--- src/rtl/snake_speed_ctrl_if.sv ---
// snake_speed_ctrl_if: game-control handshake between the snake game logic and the speed controller
interface snake_speed_ctrl_if;
  logic start_btn;
  logic pause_btn;
  logic collision;
  logic food_eaten;
  logic tick;
  logic mov_enable;
  logic mov_rst;
  logic [27:0] mov_speed;
  logic step_req;
  logic [1:0] state;
  logic [7:0] score;
  logic [3:0] level;
  modport master (
    output start_btn, pause_btn, collision, food_eaten, tick,
    input mov_enable, mov_rst, mov_speed, step_req, state, score, level
  );
  modport slave (
    input start_btn, pause_btn, collision, food_eaten, tick,
    output mov_enable, mov_rst, mov_speed, step_req, state, score, level
  );
endinterface

--- src/rtl/snake_speed_ctrl.sv ---
// snake_speed_ctrl: game FSM tracking score/level and shortening the move-tick period on each level-up
module snake_speed_ctrl #(
  parameter logic [27:0] BASE_SPEED = 28'd25_000_000,
  parameter logic [27:0] SPEED_STEP = 28'd2_000_000,
  parameter logic [27:0] MIN_SPEED = 28'd5_000_000,
  parameter int FOODS_PER_LEVEL = 4
) (
  input logic clk,
  input logic rst,
  snake_speed_ctrl_if.slave bus
);
  typedef enum logic [1:0] {IDLE, PLAY, PAUSE, OVER} state_e;
  state_e state_q;
  logic [7:0] score_q;
  logic [3:0] level_q;
  logic [3:0] cnt_q;
  logic [27:0] speed_q;
  logic mov_rst_q;
  logic step_q;
  logic eat;
  logic lvl_up;
  logic [28:0] floor_sum;
  logic [27:0] speed_dn;
  assign eat = state_q == PLAY && bus.food_eaten && !bus.collision;
  assign lvl_up = eat && cnt_q == 4'(FOODS_PER_LEVEL - 1);
  // 29-bit sum keeps the floor comparison free of wrap-around for large parameters
  assign floor_sum = {1'b0, MIN_SPEED} + {1'b0, SPEED_STEP};
  assign speed_dn = {1'b0, speed_q} >= floor_sum ? speed_q - SPEED_STEP : MIN_SPEED;
  always_ff @(posedge clk or posedge rst) begin
    if (rst) begin
      state_q <= IDLE;
      score_q <= 8'd0;
      level_q <= 4'd0;
      cnt_q <= 4'd0;
      speed_q <= BASE_SPEED;
      mov_rst_q <= 1'b0;
      step_q <= 1'b0;
    end else begin
      mov_rst_q <= state_q == IDLE && bus.start_btn;
      step_q <= state_q == PLAY && bus.tick && !bus.collision;
      if (eat) begin
        score_q <= score_q == 8'hff ? score_q : score_q + 8'd1;
        cnt_q <= lvl_up ? 4'd0 : cnt_q + 4'd1;
      end
      if (lvl_up) begin
        level_q <= level_q == 4'hf ? level_q : level_q + 4'd1;
        speed_q <= speed_dn;
      end
      unique case (state_q)
        IDLE: if (bus.start_btn) begin
          state_q <= PLAY;
          score_q <= 8'd0;
          level_q <= 4'd0;
          cnt_q <= 4'd0;
          speed_q <= BASE_SPEED;
        end
        PLAY: state_q <= bus.collision ? OVER : bus.pause_btn ? PAUSE : PLAY;
        PAUSE: state_q <= bus.pause_btn ? PLAY : PAUSE;
        OVER: state_q <= bus.start_btn ? IDLE : OVER;
      endcase
    end
  end
  assign bus.mov_enable = state_q == PLAY;
  assign bus.mov_rst = mov_rst_q;
  assign bus.mov_speed = speed_q;
  assign bus.step_req = step_q;
  assign bus.state = state_q;
  assign bus.score = score_q;
  assign bus.level = level_q;
endmodule

--- src/flat_wrapper.sv ---
// flat-port wrapper written by rule: the top's interface ports become plain ports
module snake_speed_ctrl_flat 
#(
  parameter logic [27:0] BASE_SPEED = 28'd25_000_000,
  parameter logic [27:0] SPEED_STEP = 28'd2_000_000,
  parameter logic [27:0] MIN_SPEED = 28'd5_000_000,
  parameter int FOODS_PER_LEVEL = 4
)
  (clk, rst, bus_start_btn, bus_pause_btn, bus_collision, bus_food_eaten, bus_tick, bus_mov_enable, bus_mov_rst, bus_mov_speed, bus_step_req, bus_state, bus_score, bus_level);
  snake_speed_ctrl_if bus_i ();
  input logic clk;
  input logic rst;
  input wire logic [$bits(bus_i.start_btn)-1:0] bus_start_btn;
  input wire logic [$bits(bus_i.pause_btn)-1:0] bus_pause_btn;
  input wire logic [$bits(bus_i.collision)-1:0] bus_collision;
  input wire logic [$bits(bus_i.food_eaten)-1:0] bus_food_eaten;
  input wire logic [$bits(bus_i.tick)-1:0] bus_tick;
  output wire logic [$bits(bus_i.mov_enable)-1:0] bus_mov_enable;
  output wire logic [$bits(bus_i.mov_rst)-1:0] bus_mov_rst;
  output wire logic [$bits(bus_i.mov_speed)-1:0] bus_mov_speed;
  output wire logic [$bits(bus_i.step_req)-1:0] bus_step_req;
  output wire logic [$bits(bus_i.state)-1:0] bus_state;
  output wire logic [$bits(bus_i.score)-1:0] bus_score;
  output wire logic [$bits(bus_i.level)-1:0] bus_level;
  assign bus_i.start_btn = bus_start_btn;
  assign bus_i.pause_btn = bus_pause_btn;
  assign bus_i.collision = bus_collision;
  assign bus_i.food_eaten = bus_food_eaten;
  assign bus_i.tick = bus_tick;
  assign bus_mov_enable = bus_i.mov_enable;
  assign bus_mov_rst = bus_i.mov_rst;
  assign bus_mov_speed = bus_i.mov_speed;
  assign bus_step_req = bus_i.step_req;
  assign bus_state = bus_i.state;
  assign bus_score = bus_i.score;
  assign bus_level = bus_i.level;
  snake_speed_ctrl #(.BASE_SPEED(BASE_SPEED), .SPEED_STEP(SPEED_STEP), .MIN_SPEED(MIN_SPEED), .FOODS_PER_LEVEL(FOODS_PER_LEVEL)) u_core (.clk(clk), .rst(rst), .bus(bus_i));
endmodule
--- config.mk ---
export PLATFORM = sky130hd
export DESIGN_NAME = snake_speed_ctrl_flat
export DESIGN_NICKNAME = d
export VERILOG_FILES = /design/src/rtl/snake_speed_ctrl_if.sv /design/src/rtl/snake_speed_ctrl.sv /design/src/flat_wrapper.sv
export SDC_FILE = /design/constraint.sdc
export NUM_CORES = 1
export LEC_CHECK = 0
export CORE_ASPECT_RATIO = 0.8
export CORE_UTILIZATION = 30
export CTS_CLUSTER_SIZE = 40
export DETAILED_ROUTE_END_ITERATION = 10
export GPL_TIMING_DRIVEN = 0
export PLACE_DENSITY = 0.59
export SKIP_LAST_GASP = 1
export SYNTH_ARGS = -nofsm -noshare
export SYNTH_HDL_FRONTEND = slang
export SYNTH_SLANG_ARGS = --single-unit
--- constraint.sdc ---
create_clock -name clk -period 2.76 [get_ports clk]
set_input_delay 0.552 -clock clk [delete_from_list [all_inputs] [get_ports clk]]
set_output_delay 0.552 -clock clk [all_outputs]
set_load 0.005 [all_outputs]
==> results.md, run 1 <==
* Overall Power at 1.78 mW
* Synth top area cells: dfrtp_1 (35%), dfstp_2 (12%), nor2_1 (4.0%)
* Fin. max-slew vios at 0
* Antenna violations before repair at 0
* GRT Util Overall at 15.1%
* Inst Count DP at 413
* Delay-heaviest family, CP: buffers and inverters
* Worst-Skew Late Latency at 0.30 ns
* Core area at 0.00809 mm²
* Worst Path Required at 2.94 ns
* Hold Vio Cnt, Final at 0
* Critical path peak fanout at 10
* Synth top area share at 35.3%
* Crit share post-route at 95.3%
* Worst-margin pin slew at 0.667 ns
* Antenna diodes at 0
* Critical Path Stages at 7
* Yosys warning count at 0
* Leakage Power at 1.29 nW
* Initial Util at 31.5%
* CTS tree: done
* CP startpoint: bus_collision
* Final Wtd Congestion at 0.871
* Hold_buf cts at 0
* Crit path to: u_core.bus.mov_speed[10]
* Reg2reg start: u_core.cnt_q[0]
* Worst R2R Path Depth at 6
* Final setup violation count at 0
* Root Driver: clkbuf_8
* Rel. slew slack at 54.9%
* Largest net degree at the start of global routing at 39
* Clk slew on worst S/H paths at 0.09 ns
* Hold Crit Class: input pin to asynchronous set/reset pin
* Fin cells at 421
* Result of the run: complete, no violations
* Post-synth EDFFs at 0
* Count leader, synth: dfrtp_1
* Port-buffer cells at 51
* Number of global-route vias before repair at 2129
* DR vias at 2167
* Buf+Inv Stages, Crit Path at 3
* Total Neg Setup Slack at 0 ns
* Post-route ant nets at 0
* Die area at 0.00888 mm²
* Final worst slack at 0.130 ns
* Period minus WS final at 2.63 ns
* Synth Instances at 253
* Worst-case clock buffer depth at 2
* Drt drc at 0
* WL per Instance at 15.1 µm
* Routed wire length at 6350 µm
* Post-CTS Setup Bufs at 0
* Cell Rows at 29
* Place WS at -0.196 ns
* CP most frequent cell: clkbuf_1
* Async SR Flop Fraction at 100%
* Setup crit end kind: flop
* Nets at 323
* DRT iter0 DRCs at 123
* Worst vdd ir at 217 µV
* Die W at 105 µm
* Fillcell total at 805
* Die Y at 84.5 µm
* Syn nets at 264
* Largest area contributor in the netlist: dfrtp_1
* Layout cells sized above 1 at 11.5%
* Main synth FF type: dfrtp_1
* RSZ-0062 raised after global routing: false
* Mean Syn Cell Area at 10.1 µm²
* H-tree levels at 2
* CP peak stage delay at 0.48 ns
* Cell Area, Synth at 0.00255 mm²
* DRT Pass-1 Iters at 4
* Fin Hold WS at 0.490 ns
* Critical Path AT at 2.81 ns
* GRT overflow at 0
* First-pass GRT wire length at 10600 µm
* Worst R2R Setup Slack at 0.35 ns
* Crit start category: input pin
* Num CTS Buffers at 5
* I/O pin cnt at 52
* Crit-path slowest cell: clkdlybuf4s50_1
* Number of max-cap violations at 0
* Synth cell types at 54
* Clk sink count at 48
* Kind of critical path: input pin to flop
* Vias per std cell at 5.15
* Cts repair resizes at 0
* Power Dens Cells at 534 mW/mm²
* Area Growth Syn to Fin at 30.8%
* Final clock skew at 0.00351 ns
* Synth cell count leaders: dfrtp_1 (36), nor2_1 (27), nand2_1 (16)
* Seq cells post-synth at 48
* CP Cell Sequence: clkdlybuf4s50_1 -> nand4bb_1 -> clkbuf_1 -> nor2_4 -> clkbuf_1 -> a21o_1 -> nor2_1
* Reg2Reg Capture Point: u_core.bus.mov_speed[10]
* Post-detail-place hpwl at 4530 µm
* Fmax at 0.380 GHz
* Sequential area share after synthesis at 47.7%
-- area by class of cell --
type,instances,area [µm²],area share [%]
sequential,48,1220,36.4
tap,108,135,4.05
buffer,12,63.8,1.91
inverter,7,26.3,0.787
clock buffer,6,82.6,2.47
multi-input combinational,186,1240,37.3
timing repair buffer,52,531,15.9
clock inverter,2,38.8,1.16
-- registers in the layout (all words and copies together), names as in the netlist --
name,flops
u_core.bus.mov_speed,28
u_core.bus.score,8
u_core.bus.level,4
u_core.cnt_q,4
u_core.bus.state,2
u_core.bus.mov_rst,1
u_core.bus.step_req,1
-- metal layers --
layer / share of wire [%] / up-vias / GRT usage [%]
met5: 0 / - / 0
met1: 49 / 1054 / 22.3
met4: 0.28 / 0 / 2.69
met2: 44 / 67 / 22.5
li1: - / 1044 / -
met3: 6.7 / 2 / 3.88
-- where the power goes --
| part | switching [mW] | internal, mW | total (mW) |
|---|---|---|---|
| logic | 0.221 | 0.191 | 0.412 |
| clock network | 0.244 | 0.297 | 0.541 |
| registers | 0.0671 | 0.761 | 0.828 |
-- placed cells by master (no fill, tap or decap), types with 3 or more instances in the layout --
| cell | count |
|---|---|
| nand2b_1 | 3 |
| ha_1 | 4 |
| dfrtp_1 | 36 |
| buf_2 | 3 |
| nor3_1 | 7 |
| clkbuf_1 | 7 |
| nor3b_1 | 3 |
| nor4_1 | 3 |
| and4_1 | 4 |
| a31oi_1 | 3 |
| xnor2_1 | 6 |
| o21ai_0 | 8 |
| clkbuf_8 | 6 |
| nand4_1 | 7 |
| inv_1 | 6 |
| a221o_1 | 4 |
| xor2_1 | 8 |
| o31ai_1 | 4 |
| nor2_1 | 27 |
| a211oi_1 | 4 |
| nand2_1 | 16 |
| a21oi_1 | 14 |
| o21ai_1 | 6 |
| and3_1 | 3 |
| and2_1 | 9 |
| nand3_1 | 6 |
| or3_1 | 4 |
| clkdlybuf4s50_1 | 51 |
| dfstp_2 | 12 |
-- how the worst min path moves through the flow --
stage                              end  slack [ns]  depth (start not counted)
6_report       u_core.bus.mov_speed[3]        0.49                          2
5_1_grt        u_core.bus.mov_speed[3]        0.51                          2
4_1_cts            u_core.bus.level[3]        0.49                          2
3_5_place_dp   u_core.bus.mov_speed[1]        0.47                          1
3_3_place_gp   u_core.bus.mov_speed[1]        0.47                          1
2_1_floorplan  u_core.bus.mov_speed[0]        0.48                          1
-- per-stage QoR --
step / util (%) / area (µm²)
5_1_grt: 41.3 / 3340
3_5_place_dp: 39.8 / 3220
3_3_place_gp: 39.5 / 3200
4_1_cts: 41.3 / 3340
6_report: 41.3 / 3340
2_1_floorplan: - / 2550
-- logic make-up after synthesis --
logic type / after synthesis / synth area share (%)
XOR/XNOR: 14 / 4.81
AO/OA/AOI/OAI: 60 / 18.0
AND/OR/NAND/NOR: 106 / 23.2
multiplexers: 2 / 0.785
flip-flops: 48 / 47.7
adder cells (fa/ha/maj): 4 / 1.96
buffers and inverters: 19 / 3.53
(Power assumes the default switching activity.)
==> inputs of run 2 (changes only) <==
- RECOVER_POWER: not set -> 25
==> run 2 against run 1 <==
Net effect:
- worst hold slack improved by 0.0070 ns
- maximum frequency up 0.25%
- register-to-register slack about the same
- clock skew about the same
- largest cell class unchanged
- largest power group unchanged
==> results.md, run 2 (synthesis gave the netlist of run 1 again) <==
* Result of the run: complete, no violations
* DRT iter0 DRCs at 124
* Part of the power in the clock network at 30.4%
* Die area at 0.00888 mm²
* Buf+Inv Stages, Crit Path at 3
* Setup crit end kind: flop
* Area Growth Syn to Fin at 30.3%
* Period minus WS final at 2.62 ns
* Critical path peak fanout at 10
* DRT Pass-1 Iters at 4
* Clk sink count at 48
* Logic pwr share at 23.0%
* Worst-case clock buffer depth at 2
* Num CTS Buffers at 5
* Fmax at 0.381 GHz
* Delay-heaviest family, CP: buffers and inverters
* Die W at 105 µm
* H-tree levels at 2
* Fin Hold WS at 0.497 ns
* CP most frequent cell: clkbuf_1
* Layout cells sized above 1 at 11.2%
* RSZ-0062 raised after global routing: false
* Most common cell after layout, fill and taps aside: clkdlybuf4s50_1
* Grt peak-use layer: met2
* Post-detail-place hpwl at 4530 µm
* Sequential share of power at 46.6%
* CP Cell Sequence: clkdlybuf4s50_1 -> nand4bb_1 -> clkbuf_1 -> nor2_4 -> clkbuf_1 -> a21o_1 -> nor2_1
* Post-route ant nets at 0
* Final clock skew at 0.00351 ns
* Post-CTS Setup Bufs at 0
* Switching Fraction at 29.9%
* Commonest non-fill, non-tap cells in the layout: clkdlybuf4s50_1 (50), dfrtp_1 (36), nor2_1 (27), nand2_1 (16), a21oi_1 (14)
* First-pass GRT wire length at 10600 µm
* Worst-Skew Late Latency at 0.30 ns
* Largest net degree at the start of global routing at 39
* Root Driver: clkbuf_8
* Util after Layout at 41.1%
* Crit share post-route at 95.0%
* Die Y at 84.5 µm
* Place WS at -0.196 ns
* Total Neg Setup Slack at 0 ns
* Vias per std cell at 5.14
* Met3 usage at 3.88%
* Internal Pwr Total at 1.25 mW
* Kind of critical path: input pin to flop
* Antenna violations before repair at 0
* DR vias at 2164
* Initial Util at 31.5%
* Hold Crit Class: flop to flop
* P_sw at 532 µW
* Worst-margin pin slew at 0.961 ns
* Worst Path Required at 2.94 ns
* WL per Instance at 15.1 µm
* GRT overflow at 0
* Final setup violation count at 0
* Crit start category: input pin
* Crit-path slowest cell: clkdlybuf4s50_1
* Antenna diodes at 0
* Critical Path AT at 2.80 ns
* Hold_buf cts at 0
* Number of max-cap violations at 0
* Routed wire length at 6360 µm
* Final Wtd Congestion at 0.871
* Cell Rows at 29
* GRT Util Overall at 15.1%
* Final worst slack at 0.137 ns
* Nets at 323
* Number of global-route vias before repair at 2129
* Fin. max-slew vios at 0
* Clk slew on worst S/H paths at 0.09 ns
* Cts repair resizes at 0
* Power Dens Cells at 535 mW/mm²
* Met2 usage at 22.5%
* Leakage Power at 1.28 nW
* CP peak stage delay at 0.48 ns
* Hold Vio Cnt, Final at 0
* Port-buffer cells at 51
* Core area at 0.00809 mm²
* CTS tree: done
* Drt drc at 0
* I/O pin cnt at 52
* Rel. slew slack at 35.9%
* Worst vdd ir at 217 µV
* Grt met1 use at 22.3%
* Max FFs per register at 28
## run 2: worst register-to-register path: cells and delay by family (launching register included)
family          cells  cell delay (ns)
simple gates        3             0.82
buf+inv             1             0.48
flops               1             0.41
compound gates      1             0.41
fa+ha+maj           1             0.18
## run 2: per-stage QoR
step | std cells | instance area, µm² | total power [mW]
finish | 421 | 3320 | 1.78
global route | 421 | 3320 | 1.88
CTS | 421 | 3340 | 1.82
detailed placement | 413 | 3220 | 1.26
global placement | 412 | 3200 | 1.25
floorplan | 253 | 2550 | 1.06
## run 2: layout make-up
type | instances | area [µm²]
buffer | 12 | 63.8
clock buffer | 6 | 82.6
clock inverter | 2 | 38.8
fill | 807 | 4770
inverter | 7 | 26.3
multi-input combinational | 186 | 1240
sequential | 48 | 1220
tap | 108 | 135
timing repair buffer | 52 | 515
## run 2: per-layer routing
metal	wire length, µm	up-vias
li1	-	1043
met1	3080	1051
met2	2820	68
met3	443	2
met4	18	0
met5	0	-
## run 2: path summary, 6_finish.rpt
path | from | endpoint | slack (ns) | cells after the start
setup / recovery | bus_collision | u_core.bus.mov_speed[10] | 0.14 | 7
hold / removal | u_core.bus.mov_speed[3] | u_core.bus.mov_speed[3] | 0.50 | 1
setup reg to reg | u_core.cnt_q[0] | u_core.bus.mov_speed[10] | 0.35 | 6
hold reg to reg | u_core.bus.mov_speed[3] | u_core.bus.mov_speed[3] | 0.50 | 1
max in group asynchronous | rst | u_core.bus.mov_speed[26] | 0.82 | 3
min in group asynchronous | rst | u_core.bus.level[1] | 0.67 | 2
## run 2: power by group through the flow
| stage | Sequential, mW | Clock [mW] | Combinational [mW] |
|---|---|---|---|
| after floorplan | 0.830 | 0 | 0.227 |
| after global placement | 0.839 | 0 | 0.412 |
| after detailed placement | 0.840 | 0 | 0.421 |
| after CTS | 0.828 | 0.564 | 0.423 |
| after global routing | 0.839 | 0.584 | 0.460 |
| final | 0.828 | 0.541 | 0.409 |
